[config.mk]
export PLATFORM = sky130hd
export DESIGN_NAME = perf_monitor_flat
export DESIGN_NICKNAME = d
export VERILOG_FILES = /design/src/rtl/perf_monitor_if.sv /design/src/rtl/perf_monitor.sv /design/src/flat_wrapper.sv
export SDC_FILE = /design/constraint.sdc
export NUM_CORES = 1
export LEC_CHECK = 0
export BUFFER_PORTS_ARGS = -buffer_cell sky130_fd_sc_hd__buf_2
export CORE_UTILIZATION = 32
export CTS_BUF_LIST = sky130_fd_sc_hd__clkbuf_4 sky130_fd_sc_hd__clkbuf_8 sky130_fd_sc_hd__clkbuf_16
export DETAILED_ROUTE_END_ITERATION = 8
export REMOVE_ABC_BUFFERS = 1
export SLEW_MARGIN = 20
export SYNTH_ARGS = -nofsm -noshare
export SYNTH_HDL_FRONTEND = slang
export SYNTH_SLANG_ARGS = --single-unit
[constraint.sdc]
create_clock -name clk_i -period 3.4 [get_ports clk_i]
set_clock_uncertainty 0.1 [all_clocks]
set_input_delay 0.34 -clock clk_i [delete_from_list [all_inputs] [get_ports clk_i]]
set_output_delay 0.34 -clock clk_i [all_outputs]
set_load 0.03 [all_outputs]
[src/rtl/perf_monitor_if.sv]
// Event and readout bundle between the CPU pipeline control logic and perf_monitor.
// The CPU side (or a bench) is the master; the monitor is the slave.
interface perf_monitor_if #(
    parameter int CNT_W = 32
);
    logic             start_i;
    logic             stall_i;
    logic             jump_i;
    logic             branch_i;
    logic             flush_i;
    logic             retire_i;
    logic             clear_i;
    logic [2:0]       sel_i;
    logic [CNT_W-1:0] data_o;
    logic             halt_o;
    logic [1:0]       state_o;

    modport master (
        output start_i, stall_i, jump_i, branch_i, flush_i, retire_i, clear_i, sel_i,
        input  data_o, halt_o, state_o
    );

    modport slave (
        input  start_i, stall_i, jump_i, branch_i, flush_i, retire_i, clear_i, sel_i,
        output data_o, halt_o, state_o
    );
endinterface

[src/rtl/perf_monitor.sv]
// Pipeline event monitor: counts run cycles, data stalls, flushes and retires,
// and raises a sticky halt when the cycle budget is used up.
//
// state | meaning
// ------+---------------------------------------------------------------
// IDLE  | waiting for start_i; counters hold
// RUN   | counting while start_i is high; start_i low pauses back to IDLE
// HALT  | cycle budget exhausted; sticky until clear_i or reset
module perf_monitor #(
    parameter int CNT_W     = 32,
    parameter int MAX_CYCLE = 70
) (
    input  logic           clk_i,
    input  logic           rst_i,
    perf_monitor_if.slave  bus
);
    typedef enum logic [1:0] {
        IDLE = 2'b00,
        RUN  = 2'b01,
        HALT = 2'b10
    } state_t;

    localparam logic [CNT_W-1:0] MAX_C = CNT_W'(MAX_CYCLE);

    state_t           state;
    logic             halt;
    logic [CNT_W-1:0] cyc;
    logic [CNT_W-1:0] stl;
    logic [CNT_W-1:0] fls;
    logic [CNT_W-1:0] ret;
    logic [CNT_W-1:0] data;
    logic [CNT_W-1:0] cyc_nxt;
    logic             data_stall;

    function automatic logic [CNT_W-1:0] sat_inc(input logic [CNT_W-1:0] v);
        return (&v) ? v : v + 1'b1;
    endfunction

    assign cyc_nxt    = sat_inc(cyc);
    // A stall raised for a control transfer is not a data hazard.
    assign data_stall = bus.stall_i & ~bus.jump_i & ~bus.branch_i;

    always_ff @(posedge clk_i or negedge rst_i) begin
        if (!rst_i) begin
            state <= IDLE;
            halt  <= 1'b0;
            cyc   <= '0;
            stl   <= '0;
            fls   <= '0;
            ret   <= '0;
            data  <= '0;
        end else begin
            // Readout always reflects the values held before this edge.
            case (bus.sel_i)
                3'd0:    data <= cyc;
                3'd1:    data <= stl;
                3'd2:    data <= fls;
                3'd3:    data <= ret;
                3'd4:    data <= {{(CNT_W-3){1'b0}}, halt, state};
                default: data <= '0;
            endcase

            if (bus.clear_i) begin
                cyc  <= '0;
                stl  <= '0;
                fls  <= '0;
                ret  <= '0;
                halt <= 1'b0;
                if (state != IDLE && state != RUN) begin
                    state <= IDLE;
                end
            end else begin
                case (state)
                    IDLE: begin
                        if (bus.start_i) begin
                            state <= RUN;
                        end
                    end
                    RUN: begin
                        if (!bus.start_i) begin
                            state <= IDLE;
                        end else begin
                            cyc <= cyc_nxt;
                            if (data_stall) begin
                                stl <= sat_inc(stl);
                            end
                            if (bus.flush_i) begin
                                fls <= sat_inc(fls);
                            end
                            if (bus.retire_i) begin
                                ret <= sat_inc(ret);
                            end
                            if (cyc_nxt == MAX_C) begin
                                state <= HALT;
                                halt  <= 1'b1;
                            end
                        end
                    end
                    HALT: begin
                        state <= HALT;
                    end
                    default: begin
                        state <= IDLE;
                    end
                endcase
            end
        end
    end

    assign bus.data_o  = data;
    assign bus.halt_o  = halt;
    assign bus.state_o = state;
endmodule
[src/flat_wrapper.sv]
// flat-port wrapper written by rule: the top's interface ports become plain ports
module perf_monitor_flat 
#(
    parameter int CNT_W     = 32,
    parameter int MAX_CYCLE = 70
)
  (clk_i, rst_i, bus_start_i, bus_stall_i, bus_jump_i, bus_branch_i, bus_flush_i, bus_retire_i, bus_clear_i, bus_sel_i, bus_data_o, bus_halt_o, bus_state_o);
  perf_monitor_if #(.CNT_W(CNT_W)) bus_i ();
  input  logic clk_i;
  input  logic rst_i;
  input wire logic [$bits(bus_i.start_i)-1:0] bus_start_i;
  input wire logic [$bits(bus_i.stall_i)-1:0] bus_stall_i;
  input wire logic [$bits(bus_i.jump_i)-1:0] bus_jump_i;
  input wire logic [$bits(bus_i.branch_i)-1:0] bus_branch_i;
  input wire logic [$bits(bus_i.flush_i)-1:0] bus_flush_i;
  input wire logic [$bits(bus_i.retire_i)-1:0] bus_retire_i;
  input wire logic [$bits(bus_i.clear_i)-1:0] bus_clear_i;
  input wire logic [$bits(bus_i.sel_i)-1:0] bus_sel_i;
  output wire logic [$bits(bus_i.data_o)-1:0] bus_data_o;
  output wire logic [$bits(bus_i.halt_o)-1:0] bus_halt_o;
  output wire logic [$bits(bus_i.state_o)-1:0] bus_state_o;
  assign bus_i.start_i = bus_start_i;
  assign bus_i.stall_i = bus_stall_i;
  assign bus_i.jump_i = bus_jump_i;
  assign bus_i.branch_i = bus_branch_i;
  assign bus_i.flush_i = bus_flush_i;
  assign bus_i.retire_i = bus_retire_i;
  assign bus_i.clear_i = bus_clear_i;
  assign bus_i.sel_i = bus_sel_i;
  assign bus_data_o = bus_i.data_o;
  assign bus_halt_o = bus_i.halt_o;
  assign bus_state_o = bus_i.state_o;
  perf_monitor #(.CNT_W(CNT_W), .MAX_CYCLE(MAX_CYCLE)) u_core (.clk_i(clk_i), .rst_i(rst_i), .bus(bus_i));
endmodule
# Word level (Yosys, flattened, before mapping)
# Cells that the tools add are included.
# W data, S select, Z words.
op_classes:
  addsub: 4
  eq_ne: 14
  mux: 30
  bitwise_logic: 4
  reduce_logical: 20
ops:
  columns: ["cell", "count"]
  rows:
  - ["$mux W32", 19]
  - ["$pmux W32 S5", 1]
  - ["$add A32 B1 Y32 const B", 4]
  - ["$reduce_and A32 Y1", 4]
  - ["$eq A32 B7 Y1 const B", 1]
  - ["$reduce_bool A2 Y1", 7]
  - ["$reduce_and A4 Y1", 3]
  - ["$mux W2", 5]
  - ["$eq A3 B2 Y1 const B", 2]
  - ["$ne A2 B2 Y1 const B", 3]
  - ["$pmux W2 S3", 1]
  - ["$reduce_and A3 Y1", 2]
  - ["$mux W1", 4]
  - ["$ne A2 B1 Y1 const B", 2]
  - ["$ne A4 B3 Y1 const B", 1]
  - ["$eq A3 B1 Y1 const B", 1]
  - ["$eq A3 B3 Y1 const B", 1]
  - ["$logic_not A3 Y1", 1]
  - ["$ne A3 B3 Y1 const B", 1]
  - ["$and A1 B1 Y1", 2]
  - ["$eq A2 B1 Y1 const B", 1]
  - ["$eq A2 B2 Y1 const B", 1]
  - ["$logic_not A2 Y1", 1]
  - ["$not A1 Y1", 2]
  - ["other kinds (2)", 2]
totals:
  regBits: 163
  in_bits: 12
  out_inout_bits: 35
  word_cells: 79

# Longest topological paths before layout
depth:
  depth_word: 7
  depth_mapped: 11
  mapped_depth_nobuf: 9

# Worst setup path before layout
# No wires, ideal clock.
synth_timing:
  path_type: "register to register"
  start: "register u_core.cyc[3]"
  end: "register u_core.halt, in the netlist u_core.bus.halt_o"
  setup_ns: 0.075
  arrival_ns: 2.789
  required_time_ns: 3.225
  setup_slack_ns: 0.436
  path_stages_with_launch: 11
  path_buffers: 2
  cell_sequence: "dfrtp_1 buf_2 nand3_2 or4_1 clkbuf_2 or3_4 a211oi_1 xnor2_1 o2111ai_1 or4_4 o21ai_2"
synth_between:
  elab_chain_cells: 5
  elab_cells_between_ends: 6
  classes_between: "add/sub (1); eq/ne (1); mux (1); reduce/logical (3)"
synth_rtl:
  columns: ["item", "line", "text"]
  rows:
  - ["start, declared", "perf_monitor.sv:27", "logic [CNT_W-1:0] cyc;"]
  - ["start signal, assigned", "perf_monitor.sv:83", "cyc <= cyc_nxt;"]
  - ["$add A32 B1 Y32 / $reduce_and A32 Y1 (equally long branches)", "perf_monitor.sv:36", "return (&v) ? v : v + 1'b1;"]
  - ["$mux W32 (*)", "perf_monitor.sv:36", null]
  - ["$eq A32 B7 Y1 (*)", "perf_monitor.sv:93", "if (cyc_nxt == MAX_C) begin"]
  - ["$reduce_bool A2 Y1 (no source line) (*)", null, null]
  - ["$reduce_and A3 Y1 (no source line) (*)", null, null]
  - ["end signal, assigned", "perf_monitor.sv:46", "halt <= 1'b0;"]
  - ["end signal, assigned", "perf_monitor.sv:68", "halt <= 1'b0;"]
  - ["end signal, assigned", "perf_monitor.sv:95", "halt <= 1'b1;"]
  - ["end, declared", "perf_monitor.sv:26", "logic halt;"]
# Every way passes the cells marked *; elsewhere a longest branch is shown, timed or not.
# A chain may end at the register's enable or synchronous reset.

# Worst setup path in the final report
layout_timing:
  start: "register u_core.cyc[8]"
  end: "register u_core.halt, in the netlist u_core.bus.halt_o"
# The elaborated chain is that of the path after synthesis.

==> summary.md <==
| Metric | Value |
|---|---|
| Status | finished clean |
| Synth top area cells | dfrtp_1 46%, nor2_1 6.2%, xor2_1 6.2% |
| Combinational share of power | 4.0% |
| Adder-Cell Fraction of Synth Area | 0.569% |
| Die footprint | 0.0281 mm² |
| # DRC | 0 |
| Compound-Gate Fraction of Synth Area | 12.4% |
| Post-Synth Simple-Gate Area | 25.0% |
| Slowest stage delay, CP | 0.67 ns |
| P_int | 3.24 mW |
| Setup crit end kind | flop |
| Mean post-synth cell area | 9.22 µm² |
| Port Buffers | 46 |
| Mux cell area share after synthesis | 1.15% |
| Reg2reg start | u_core.cyc[8] |
| Reg2reg end | u_core.bus.halt_o |
| Fin crit share | 93.3% |
| CTS tree | yes |
| Wire per inst | 18.2 µm |
| Cell variety after synth | 59 |
| Clk sink count | 163 |
| Minimum clock period | 3.17 ns |
| # setup viols final | 0 |
| Share of power burned in registers | 46.0% |
| NetSw | 1.01 mW |
| Max Slew Vio Count | 0 |
| Cell Pwr Density | 415 mW/mm² |
| Cts repair resizes | 0 |
| Worst setup path endpoint | u_core.bus.halt_o |
| Clock network power share | 50.0% |
| Area share of the leading cell type in the synthesized netlist | 46.4% |
| Cell taking the most area after synthesis | dfrtp_1 |
| Mapped Area | 0.00879 mm² |
| Share of cells above drive strength 1 | 13.9% |
| Worst Setup SP | u_core.cyc[8] |
| Fin. Hold Viols | 0 |
| Slew @ Worst Pin | 0.849 ns |
| Final ANT Viol Nets | 0 |
| Crit Path Max Fanout | 7 |
| Vias in the first global route | 7062 |
| Hold buffers post-CTS | 1 |
| CP startpoint kind | flop |
| # diodes | 0 |
| Lkg Pwr | 4.32 nW |
| WL met2 | 11.4 mm |
| Via count | 7407 |
| Die Y | 168 µm |
| Net Sw Frac | 23.7% |
| Global placer's final weighted congestion | 0.907 |
| Buffer depth of the longest clock path | 2 |
| Root Driver | clkbuf_16 |
| IO Pins | 47 |
| Worst hold-check path type | input port to flop |
| Detailed Routing Iterations Pass 1 | 7 |
| Initial Util | 32.6% |
| Met3 WL | 1.02 mm |
| CP Cell Sequence | nand3_1 -> or4_1 -> or3_4 -> a211oi_1 -> xnor2_1 -> o2111ai_1 -> or4_4 -> o21ai_2 |
| Setup CP Type | flop to flop |
| Worst setup margin | 0.229 ns |
| Post-synth EDFFs | 0 |
| Cell depth of the worst setup path | 8 |
| CTS clock-pin slew for the worst setup and hold paths | 0.07 ns |
| Max layer used | met4 |
| DRT iter0 DRCs | 804 |
| Wl on met1 | 11.9 mm |
| Post-Synth XOR/XNOR Area | 11.0% |
| CP max-delay cell | or4_1 |
| Top_reg_cell synth | dfrtp_1 |
| GRT Overall Usage | 18.2% |
| RSZ-0062 raised after global routing | false |
| Max Freq | 315 MHz |
| CTS HTree Levels | 4 |
| Inserted Clock Buffers | 17 |
| DRT Wirelength | 24.7 mm |
| Most numerous cell in the Yosys netlist | dfrtp_1 |
| Arr. time, crit path | 3.43 ns |
| Ys Warns | 0 |
| Worst Reg-to-Reg Cells | 8 |
| Yosys reg bits | 163 |
| Largest family of logic cells by synthesized area | simple AND/OR/NAND/NOR gates |
| First-pass GRT wire length | 40.1 mm |
| Dpl hpwl | 17.6 mm |
| Vias per cell | 5.46 |
| Grt total ovfl | 0 |
| Max Cap Viol | 0 |
| Final #Nets | 1019 |
| Clock Latency Late Sink | 0.43 ns |
| Worst slew margin | 42.7% |
| Sequential-to-total area share from yosys stat | 46.4% |
| Largest net degree at the start of global routing | 73 |
| Setup bufs post-CTS | 0 |
| CP Data Required Time | 3.66 ns |
| Layout area overhead | 16.5% |
| Post-route setup TNS | 0 ns |
| Die width | 168 µm |
| Gate Count Post-Synth | 953 |
| Rows | 60 |
| Core region area | 0.0270 mm² |
| Crit path max-delay family | simple AND/OR/NAND/NOR gates |
| FFs w/ async S/R, synth | 100% |
| VDD IR-drop max | 353 µV |
| CP bufs+invs | 0 |
| Pre-CTS setup slack | 0.248 ns |
| Initial antenna violation count | 0 |
| Top post-synthesis cells by count | 163 x dfrtp_1, 145 x nor2_1, 67 x nand2_1 |
| Setup slack, reg-to-reg | 0.23 ns |
kinds of logic (layout without fill, tap and decap cells):
group,after synthesis,in the layout
adder cells (fa/ha/maj),4,4
XOR/XNOR,110,110
AO/OA/AOI/OAI,146,146
AND/OR/NAND/NOR,441,441
multiplexers,10,10
buffers and inverters,79,142
flip-flops,163,163
placed cells by master (no fill, tap or decap), types with 3 or more instances in the layout:
cell,Yosys,final
a21oi_1,30,30
a221o_1,32,32
a22o_1,29,29
and2_1,8,8
and3_1,21,21
and4_1,14,14
buf_2,5,44
buf_4,2,47
bufinv_16,0,4
clkbuf_16,0,17
dfrtp_1,163,163
ha_1,4,4
inv_1,16,16
inv_6,0,4
inv_8,0,3
mux2i_1,9,9
nand2_1,67,67
nand3_1,58,58
nand4_1,31,31
nor2_1,145,143
nor3_1,36,34
nor3_2,1,3
nor3b_1,4,4
nor4_1,12,12
o21ai_0,28,28
o31ai_1,5,5
or2_2,3,3
or3_1,26,26
or4_1,4,4
xnor2_1,48,48
xor2_1,62,62
metal layers:
layer | vias to the layer above | GRT usage [%]
met1 | 3655 | 26.1
li1 | 3503 | -
met4 | 0 | 5.82
met2 | 220 | 28.2
met3 | 29 | 2.46
met5 | - | 0
sequential cells by signal (all words and copies together) (netlist names):
signal,count
u_core.stl,32
u_core.cyc,32
u_core.fls,32
u_core.bus.data_o,32
u_core.ret,32
u_core.bus.halt_o,1
u_core.bus.state_o,2
layout make-up:
cell class | instances | area [µm²]
repair buffers | 94 | 614
multi-input cells | 711 | 4410
well taps | 341 | 427
inverters | 16 | 60.1
clock inverters | 15 | 218
clock buffers | 17 | 425
flip-flops and latches | 163 | 4080
fillers | 2694 | 16700
worst reg2reg max path, cell delays in order (launching register included):
cell and delay (ns):
dfrtp_1 0.46, nand3_1 0.18, or4_1 0.67, or3_4 0.46, a211oi_1 0.28, xnor2_1 0.16
o2111ai_1 0.16, or4_4 0.57, o21ai_2 0.07
worst min-delay path by stage:
| stage | cells past startpoint | startpoint | end | slack (ns) |
|---|---|---|---|---|
| 2_1_floorplan | 0 | rst_i | u_core.bus.data_o[0] | -0.06 |
| 3_3_place_gp | 1 | rst_i | u_core.bus.data_o[25] | 0.31 |
| 3_5_place_dp | 1 | rst_i | u_core.bus.data_o[24] | 0.32 |
| 4_1_cts | 3 | bus_start_i | u_core.bus.state_o[0] | 0.14 |
| 5_1_grt | 3 | bus_start_i | u_core.bus.state_o[0] | 0.16 |
| 6_report | 3 | bus_start_i | u_core.bus.state_o[0] | 0.14 |
stage by stage:
| step | area [µm²] | power [mW] | utilization (%) | hold WS [ns] | std cells |
|---|---|---|---|---|---|
| CTS | 10200 | 4.29 | 38.0 | 0.135 | 1357 |
| floorplan | 8540 | 2.04 | - | -0.0556 | 890 |
| global placement | 9580 | 2.16 | 35.6 | 0.311 | 1324 |
| detailed placement | 9580 | 2.16 | 35.6 | 0.316 | 1324 |
| finish | 10200 | 4.25 | 38.0 | 0.145 | 1357 |
| global route | 10200 | 4.38 | 38.0 | 0.163 | 1357 |
power groups by stage:
stage | logic (mW) | registers (mW) | clock network [mW]
finish | 0.169 | 1.95 | 2.13
global route | 0.187 | 1.95 | 2.24
CTS | 0.174 | 1.95 | 2.16
detailed placement | 0.172 | 1.99 | 0
global placement | 0.171 | 1.99 | 0
floorplan | 0.0425 | 1.99 | 0
No activity file was read; power rests on OpenSTA's default activity.
